[config.mk]
export PLATFORM = sky130hd
export DESIGN_NAME = rgbw_frame_sched
export DESIGN_NICKNAME = d
export VERILOG_FILES = /design/src/rtl/rgbw_frame_sched.sv
export SDC_FILE = /design/constraint.sdc
export NUM_CORES = 1
export LEC_CHECK = 0
export ABC_CLOCK_PERIOD_IN_PS = 4400
export CAP_MARGIN = 20
export CELL_PAD_IN_SITES_DETAIL_PLACEMENT = 0
export CELL_PAD_IN_SITES_GLOBAL_PLACEMENT = 2
export CORE_ASPECT_RATIO = 1.5
export CORE_MARGIN = 3
export CORE_UTILIZATION = 43
export DETAILED_ROUTE_END_ITERATION = 10
export DONT_BUFFER_PORTS = 1
export GPL_ROUTABILITY_DRIVEN = 0
export PLACE_DENSITY = 0.87
export SETUP_SLACK_MARGIN = 0.1
export SYNTH_ARGS = -nofsm -noshare
export SYNTH_HDL_FRONTEND = slang
export SYNTH_SLANG_ARGS = --single-unit
[constraint.sdc]
create_clock -name clk -period 4.4 [get_ports clk]
set_clock_uncertainty 0.15 [all_clocks]
set_input_delay 0.44 -clock clk [delete_from_list [all_inputs] [get_ports clk]]
set_output_delay 0.44 -clock clk [all_outputs]
set_load 0.01 [all_outputs]
[src/rtl/rgbw_frame_sched.sv]
// Frame scheduler: on a start pulse or refresh tick, streams NUM pixel-RAM words into the
// LED FIFO in address order, honouring FIFO-full back-pressure and queueing one trigger.
module rgbw_frame_sched #(
  parameter int DATA_SIZE      = 32,
  parameter int PIX_ADDR_SIZE  = 8,
  parameter int REFRESH_CYCLES = 960000,
  parameter int CNT_SIZE       = 16
) (
  input  logic                     clk,
  input  logic                     rst,
  input  logic                     in_enable,
  input  logic                     in_start,
  input  logic [PIX_ADDR_SIZE:0]   in_num_leds,
  output logic                     out_pix_rd_en,
  output logic [PIX_ADDR_SIZE-1:0] out_pix_addr,
  input  logic [DATA_SIZE-1:0]     in_pix_data,
  output logic [DATA_SIZE-1:0]     out_fifo_w_data,
  output logic                     out_fifo_w_en,
  input  logic                     in_fifo_w_full,
  output logic                     out_busy,
  output logic                     out_frame_done,
  output logic                     out_frame_overrun,
  output logic [CNT_SIZE-1:0]      out_frame_cnt
);
  localparam int TW = (REFRESH_CYCLES > 2) ? $clog2(REFRESH_CYCLES) : 1;
  localparam logic [PIX_ADDR_SIZE:0] MAX_NUM = {1'b1, {PIX_ADDR_SIZE{1'b0}}};

  typedef enum logic [1:0] {IDLE, RD, WR, DONE} state_t;

  state_t                 state;
  logic [TW-1:0]          timer;
  logic                   tick, trig, launch, pending, wr_first;
  logic [PIX_ADDR_SIZE:0] num, idx, num_clamp;
  logic [DATA_SIZE-1:0]   data_q;

  assign tick      = in_enable && (timer == TW'(REFRESH_CYCLES - 1));
  assign trig      = in_start | tick;
  assign num_clamp = (in_num_leds > MAX_NUM) ? MAX_NUM : in_num_leds;
  assign launch    = ((state == IDLE) && trig) || ((state == DONE) && (pending || trig));

  // The RAM word lands the cycle after the read strobe, so on WR entry it flows straight
  // to the FIFO and is parked in data_q for any full-stall cycles that follow.
  assign out_fifo_w_data   = wr_first ? in_pix_data : data_q;
  // Write enable gated by the live full flag so a write can never coincide with full.
  assign out_fifo_w_en     = (state == WR) && !in_fifo_w_full;
  assign out_busy          = (state != IDLE);
  assign out_frame_done    = (state == DONE);
  assign out_frame_overrun = trig && pending && ((state == RD) || (state == WR));

  always_ff @(posedge clk or negedge rst) begin
    if (!rst) begin
      timer <= '0;
    end else if (!in_enable || tick) begin
      timer <= '0;
    end else begin
      timer <= timer + 1'b1;
    end
  end

  always_ff @(posedge clk or negedge rst) begin
    if (!rst) begin
      state         <= IDLE;
      pending       <= 1'b0;
      wr_first      <= 1'b0;
      num           <= '0;
      idx           <= '0;
      data_q        <= '0;
      out_pix_rd_en <= 1'b0;
      out_pix_addr  <= '0;
      out_frame_cnt <= '0;
    end else begin
      out_pix_rd_en <= 1'b0;
      if (state == WR) wr_first <= 1'b0;
      if (wr_first)    data_q   <= in_pix_data;

      if ((state == RD || state == WR) && trig && !pending) pending <= 1'b1;
      else if (state == DONE)                                pending <= pending && trig;

      if (launch) begin
        num <= num_clamp;
        idx <= '0;
        if (num_clamp == '0) begin
          state         <= DONE;
          out_frame_cnt <= out_frame_cnt + 1'b1;
        end else begin
          state <= RD;
          if (!in_fifo_w_full) begin
            out_pix_rd_en <= 1'b1;
            out_pix_addr  <= '0;
          end
        end
      end else begin
        case (state)
          IDLE: ;
          RD: begin
            // A read already on the bus moves us on; otherwise retry once full drops.
            if (out_pix_rd_en) begin
              state    <= WR;
              wr_first <= 1'b1;
            end else if (!in_fifo_w_full) begin
              out_pix_rd_en <= 1'b1;
              out_pix_addr  <= idx[PIX_ADDR_SIZE-1:0];
            end
          end
          WR: begin
            if (!in_fifo_w_full) begin
              idx <= idx + 1'b1;
              if (idx == num - 1'b1) begin
                state         <= DONE;
                out_frame_cnt <= out_frame_cnt + 1'b1;
              end else begin
                state         <= RD;
                out_pix_rd_en <= 1'b1;
                out_pix_addr  <= idx[PIX_ADDR_SIZE-1:0] + 1'b1;
              end
            end
          end
          DONE:    state <= IDLE;
          default: state <= IDLE;
        endcase
      end
    end
  end
endmodule
==> impl_metrics.py, run 1 <==
metrics = {
    "timing": {
        "tightestPinTransition_ns": 0.740,
        "final-max-slew-violation-count": 0,
        "finalSetupViolations": 0,
        "max-slew-margin-rel_pct": 50.7,
        "timing.fmax_ghz": 0.306,
        "final.setup.tns_ns": 0,
        "hold_slack_ns": 0.0661,
        "layout_setup_ws_ns": 1.13,
        "finalWorstPathRequiredPeriod_ns": 3.27,
        "finalCritPeriodShare_pct": 74.3,
        "hold_violations": 0,
        "grt_setup_unrepaired": "false",
    },
    "drt": {
        "dr.pass1.iters": 4,
        "count_of_routing_violations_after_the_opening_detailed_route_iteration": 146,
        "detailroute.via_count": 3158,
        "vias_per_cell": 5.28,
        "route.antenna.remaining_nets": 0,
        "route.detailed.drc": 0,
        "post_drt_wl_per_cell_microns": 16.4,
        "drt_wl_total_microns": 9810,
    },
    "yosys": {
        "synthFlopType": "dfrtp_1",
        "ys_warn_count": 0,
        "synthesis.area_sq_um": 4890,
        "synth_enable_flop_cells": 0,
        "yosysTopAreaCell": "dfrtp_1",
        "synth_sequential_area_ratio_pct": 50.7,
        "ys_ff_latch": 99,
        "postSynthAreaPerCell_sq_um": 11.0,
        "synth_nets": 500,
        "synth-async-reset-ratio_pct": 100,
        "number_of_distinct_library_cells_after_synthesis": 53,
        "synth_top_cell_area_share_pct": 50.7,
        "synth.area.top_cells": "dfrtp_1, mux2_2, xor2_1, nand2_1, nor2_1",
        "postSynthCellCount": 446,
    },
    "worst_setup_path": {
        "critPathKind": "flip-flop to flip-flop",
        "worst_r2r_path_depth": 7,
        "crit_required_ns": 4.47,
        "crit_path_end_kind": "flip-flop",
        "critical_path_arrival_ns": 3.34,
        "critPathMaxStageDelay_ns": 0.65,
        "worst_flop_to_flop_path_startpoint": "state[0]",
        "critical_path_buf_inv_count": 0,
        "start_kind": "flip-flop",
        "worst_path_dominant_cell_family": "simple AND/OR/NAND/NOR gates",
        "crit_slowest_cell": "and2_0",
        "regToRegEndpoint": "out_pix_addr[7]",
        "timing.critical_path.cells": "ha_1 -> or2_2 -> a22oi_1 -> and2_0 -> a221oi_1 -> a32oi_4 -> mux2_2",
        "cp_max_fo": 13,
        "timing.reg2reg.setup_slack_ns": 1.13,
    },
    "power": {
        "sequential_fraction_of_design_power_pct": 39.4,
        "power.clock.fraction_pct": 23.9,
        "power_frac_comb_pct": 36.7,
        "swShare_pct": 37.8,
        "netSwitchingPower_mw": 1.24,
        "power.leakage_nw": 2.43,
        "power.density_nw_per_um2": 606,
        "ir_worst_vdd_mv": 0.278,
        "internal-power_mw": 2.03,
        "fin_total_pwr_mw": 3.27,
    },
    "cells_and_area": {
        "nNetsFinal": 500,
        "final_cell_area_sq_um": 5390,
        "drive_above_1_share_pct": 16.4,
        "synthToLayoutAreaGrowth_pct": 10.2,
        "antenna_cells": 0,
        "fin_util_pct": 48.7,
        "layoutNonFillerInstCount": 598,
    },
    "clock_network": {
        "clock_insertion_delay_worst_skew_ns": 0.34,
        "worst_setup_hold_path_clk_slew_ns": 0.07,
        "clock_tree.htree_level_count": 3,
        "clk_sink_count": 99,
        "max-clock-path-buffers": 2,
        "cts_inserted_buffers": 9,
        "tritoncts": "done",
        "cts.root.buffer_cell": "clkbuf_16",
    },
    "grt": {
        "grt_max_degree": 100,
        "antenna_found_initial": 0,
        "global_route.overflow_total": 0,
        "grt_util_all_layers_pct": 16.2,
        "via_count_of_the_first_global_routing_pass": 3269,
        "grt_pass1_wl_microns": 16400,
    },
    "worst_hold_path": {
        "worst_hold_startpoint": "in_num_leds[8]",
        "hold_path_end": "num[8]",
        "holdPathStages": 2,
        "min_path_type": "input pin to flip-flop",
    },
    "placement": {
        "post_dp_cell_area_sq_um": 5030,
        "dp_worst_setup_slack_ns": 1.10,
        "io_buffer_count": 0,
        "placed_cells": 579,
        "dp_hpwl_microns": 7220,
    },
    "floorplan": {
        "row_cnt": 47,
        "fp.coreArea_sq_um": 11100,
        "die_area_sq_um": 12700,
        "die_h_microns": 137,
        "initial_utilization_pct": 44.2,
        "fp.dieW_microns": 93.1,
        "io-pin-count": 107,
    },
    "job": {
        "drv.max_cap_violation_count": 0,
    },
    "outcome": {
        "result_of_the_run": "finished clean",
    },
}
[power groups by stage]
stage | combinational (mW) | clock [mW] | sequential, mW
CTS | 1.22 | 0.807 | 1.29
finish | 1.20 | 0.780 | 1.29
global route | 1.33 | 0.847 | 1.32
floorplan | 1.01 | 0 | 1.25
detailed placement | 1.20 | 0 | 1.31
global placement | 1.14 | 0 | 1.32
[flip-flops by register name, indices dropped and copies added (netlist names)]
name and flops:
out_pix_addr 8, out_frame_cnt 16, wr_first 1, num 9
data_q 32, idx 9, out_pix_rd_en 1, pending 1
state 2, timer 20
[kinds of logic (layout without fill, tap and decap cells)]
logic type | after synthesis | in the layout | synth area share [%]
and+or+nand+nor | 184 | 184 | 19.9
DFF | 99 | 99 | 50.7
xor gates and xnor gates | 58 | 58 | 10.4
muxes | 43 | 43 | 9.85
AOI/OAI and AO/OA | 28 | 28 | 4.86
buffers and inverters | 26 | 31 | 2.30
adders and majority gates | 8 | 8 | 2.05
[cell usage in the layout, fill, tap and decap left out, types with 9 or more instances in the layout]
| cell | n |
|---|---|
| xor2_1 | 41 |
| nand2_1 | 51 |
| dfrtp_1 | 99 |
| and3_1 | 12 |
| xnor2_1 | 17 |
| clkbuf_16 | 9 |
| mux2_2 | 39 |
| nor2_1 | 51 |
| inv_1 | 10 |
| nand3_1 | 10 |
[synthesized netlist by cell type, types with 8 or more instances]
cell type	n
dfrtp_1	99
nand2_1	51
nor2_1	51
xor2_1	41
mux2_2	39
xnor2_1	17
and3_1	12
clkbuf_1	12
inv_1	10
nand3_1	10
ha_1	8
nand3b_1	8
nand4_1	8
[worst register-to-register path, stage by stage (launching register included)]
cell and delay (ns):
dfrtp_1 0.41, ha_1 0.31, or2_2 0.34, a22oi_1 0.21, and2_0 0.65, a221oi_1 0.24, a32oi_4 0.45, mux2_2 0.39
[cell type report]
class | instances | area [sq um]
Clock buffer | 9 | 225
Inverter | 10 | 37.5
Multi-Input combinational cell | 321 | 2300
Tap cell | 147 | 184
Timing Repair Buffer | 5 | 82.6
Fill cell | 1058 | 5670
Sequential cell | 99 | 2480
Clock inverter | 7 | 80.1
[worst max path at each step]
stage | slack [ns] | cells after the start | from | endpoint
floorplan | 1.71 | 8 | num[2] | out_frame_cnt[1]
global placement | 1.16 | 7 | state[0] | out_pix_addr[6]
detailed placement | 1.10 | 7 | state[0] | out_pix_addr[7]
CTS | 1.09 | 7 | state[0] | out_pix_addr[7]
global route | 0.87 | 7 | state[0] | out_pix_addr[7]
finish | 1.13 | 7 | state[0] | out_pix_addr[7]
[what timing repair did]
item,in CTS,in global routing
resized for setup,0,0
hold endpoints to repair,99,1
setup buffers,0,0
hold buffers,2,1
[layer usage]
metal / up-vias / routed length [microns] / global-route usage, %
li1: 1526 / - / -
met1: 1540 / 3880 / 18.5
met2: 76 / 5050 / 27.0
met3: 16 / 691 / 6.00
met4: 0 / 189 / 7.17
met5: - / 0 / 0
Power figures use the tool's default switching activity.
==> inputs of run 2 (changes only) <==
- ABC_CLOCK_PERIOD_IN_PS: 4400 -> 2800
- CORE_UTILIZATION: 43 -> 36
- PLACE_DENSITY: 0.87 -> 0.78
- clock period: 4.4 -> 2.8 ns (I/O delays scaled with it)
==> run 2 against run 1 <==
Net effect: the flow now finishes with violations (negative hold slack); largest cell class unchanged; non-clock buffer count up 67; critical path depth up 2; total power up 69%; worst setup slack worse by 1.0 ns; sequential cell count unchanged; global-route usage down 1.4 points.
==> impl_metrics.py, run 2 (synthesis gave the netlist of run 1 again) <==
metrics = {
    "outcome": {
        "result_of_the_run": "complete, but fails checks",
        "failing_checks": "negative hold slack",
    },
    "grt": {
        "grt_util_met3_pct": 3.88,
        "grt_pass1_wl_microns": 17800,
        "grt_util_all_layers_pct": 14.8,
        "grt_max_degree": 100,
        "grtUsageMet2_pct": 26.1,
        "use_met1_pct": 17.0,
        "via_count_of_the_first_global_routing_pass": 3643,
        "gr-max-usage-layer": "met2",
        "antenna_found_initial": 0,
        "global_route.overflow_total": 0,
    },
    "clock_network": {
        "worst_setup_hold_path_clk_slew_ns": 0.08,
        "clk_sink_count": 99,
        "clock_insertion_delay_worst_skew_ns": 0.35,
        "tritoncts": "done",
        "cts.root.buffer_cell": "clkbuf_16",
        "max-clock-path-buffers": 2,
        "cts_inserted_buffers": 9,
        "clock_tree.htree_level_count": 3,
        "quantity_of_hold_fixing_buffers_added_after_cts": 44,
    },
    "worst_setup_path": {
        "critical_path_arrival_ns": 2.78,
        "timing.critical_path.cells": "or4_4 -> nor4_4 -> o211ai_1 -> o211ai_1 -> buf_4 -> nand2_4 -> a32oi_4 -> buf_12 -> mux2_4",
        "critical_path_depth": 9,
        "critPathKind": "flip-flop to flip-flop",
        "crit_required_ns": 2.87,
        "worst_r2r_path_depth": 9,
        "crit_path_end_kind": "flip-flop",
        "crit_slowest_cell": "or4_4",
        "critical_path_buf_inv_count": 2,
        "critical_path.most_common_cell": "o211ai_1",
        "start_kind": "flip-flop",
        "worst_path_dominant_cell_family": "simple AND/OR/NAND/NOR gates",
        "critPathMaxStageDelay_ns": 0.60,
        "cp_max_fo": 8,
    },
    "timing": {
        "hold_slack_ns": -0.534,
        "finalSetupViolations": 0,
        "max-slew-margin-rel_pct": 59.3,
        "final-max-slew-violation-count": 0,
        "grt_setup_unrepaired": "true",
        "hold_violations": 99,
        "finalWorstPathRequiredPeriod_ns": 2.71,
        "layout_setup_ws_ns": 0.0936,
        "finalCritPeriodShare_pct": 96.7,
        "tightestPinTransition_ns": 0.606,
        "final.setup.tns_ns": 0,
        "timing.fmax_ghz": 0.369,
    },
    "cells_and_area": {
        "largest_register_ffs": 32,
        "drive_above_1_share_pct": 21.8,
        "antenna_cells": 0,
        "registers.top_by_ff_count": "data_q",
        "synthToLayoutAreaGrowth_pct": 25.5,
        "fin_util_pct": 46.7,
        "nNetsFinal": 567,
        "largest_registers": "data_q: 32 flops, timer: 20 flops, out_frame_cnt: 16 flops",
        "layout_common_cells": "dfrtp_1, nand2_1, nor2_1",
        "mostFrequentLayoutCell": "dfrtp_1",
    },
    "drt": {
        "count_of_routing_violations_after_the_opening_detailed_route_iteration": 152,
        "route.detailed.drc": 0,
        "post_drt_wl_per_cell_microns": 16.2,
        "route.antenna.remaining_nets": 0,
        "detailroute.via_count": 3447,
        "vias_per_cell": 5.09,
        "drt_wl_total_microns": 11000,
        "dr.pass1.iters": 4,
    },
    "power": {
        "ir_worst_vdd_mv": 0.320,
        "power.density_nw_per_um2": 900,
        "power.leakage_nw": 2.81,
    },
    "floorplan": {
        "die_area_sq_um": 15000,
        "fp.coreArea_sq_um": 13100,
        "initial_utilization_pct": 37.2,
        "io-pin-count": 107,
        "row_cnt": 51,
        "die_h_microns": 149,
        "fp.dieW_microns": 101,
    },
    "placement": {
        "dp_worst_setup_slack_ns": -0.0364,
        "io_buffer_count": 0,
        "dp_hpwl_microns": 7600,
    },
    "job": {
        "drv.max_cap_violation_count": 0,
    },
    "worst_hold_path": {
        "min_path_type": "input pin to asynchronous set/reset pin",
    },
}
-- run 2: cell count changes in the layout (fill, tap and decap cells not counted), moves of 4 or more --
cell	change
buf_4	+22
buf_6	+4
dlygate4sd3_1	+42
mux2_2	-7
mux2_4	+8
nor3b_1	-4
nor3b_2	+4
-- run 2: power by group --
group | switching, mW | internal [mW] | leakage [nW]
registers | 0.183 | 1.79 | 1.28
logic | 1.29 | 1.02 | 1.38
clock network | 0.598 | 0.635 | 0.146
total | 2.07 | 3.45 | 2.81
-- run 2: routing by layer --
layer / vias up / part of all wire, % / wire length (microns)
met5: - / 0 / 0
li1: 1659 / - / -
met4: 0 / 1.4 / 153
met2: 88 / 53 / 5760
met3: 10 / 6.6 / 724
met1: 1690 / 39 / 4330
-- run 2: timing repair --
action | 4_1_cts | 5_1_grt
endpoints found under the setup margin | 21 | 25
endpoints found under the hold margin | 146 | 99
gates resized for setup | 16 | 17
pin swaps | 11 | 8
buffers inserted | 3 | 2
-- run 2: stage by stage --
step | power, mW | std cells | cell area (sq um)
floorplan | 3.55 | 446 | 4890
global placement | 4.04 | 612 | 5190
detailed placement | 4.09 | 612 | 5190
CTS | 5.55 | 675 | 6050
global route | 5.88 | 677 | 6140
finish | 5.52 | 677 | 6140
-- run 2: layout make-up --
cell class / instances / area, sq um
fill: 1230 / 7010
timing repair buffer: 72 / 678
inverter: 10 / 37.5
clock inverter: 7 / 80.1
tap: 159 / 199
multi-input combinational: 321 / 2440
sequential: 99 / 2480
clock buffer: 9 / 225
-- run 2: worst reg2reg max path, cell delays in order, from the launching register on --
cell	delay [ns]
dfrtp_1	0.38
or4_4	0.60
nor4_4	0.26
o211ai_1	0.12
o211ai_1	0.17
buf_4	0.19
nand2_4	0.06
a32oi_4	0.19
buf_12	0.17
mux2_4	0.30
-- run 2: final timing paths --
path	from	to	slack [ns]
max	num[5]	out_pix_addr[7]	0.09
min	rst	data_q[15]	-0.53
max reg2reg	num[5]	out_pix_addr[7]	0.09
min reg2reg	num[8]	num[8]	0.34
max in group asynchronous	rst	num[1]	2.90
min in group clk	in_fifo_w_full	state[0]	0.04
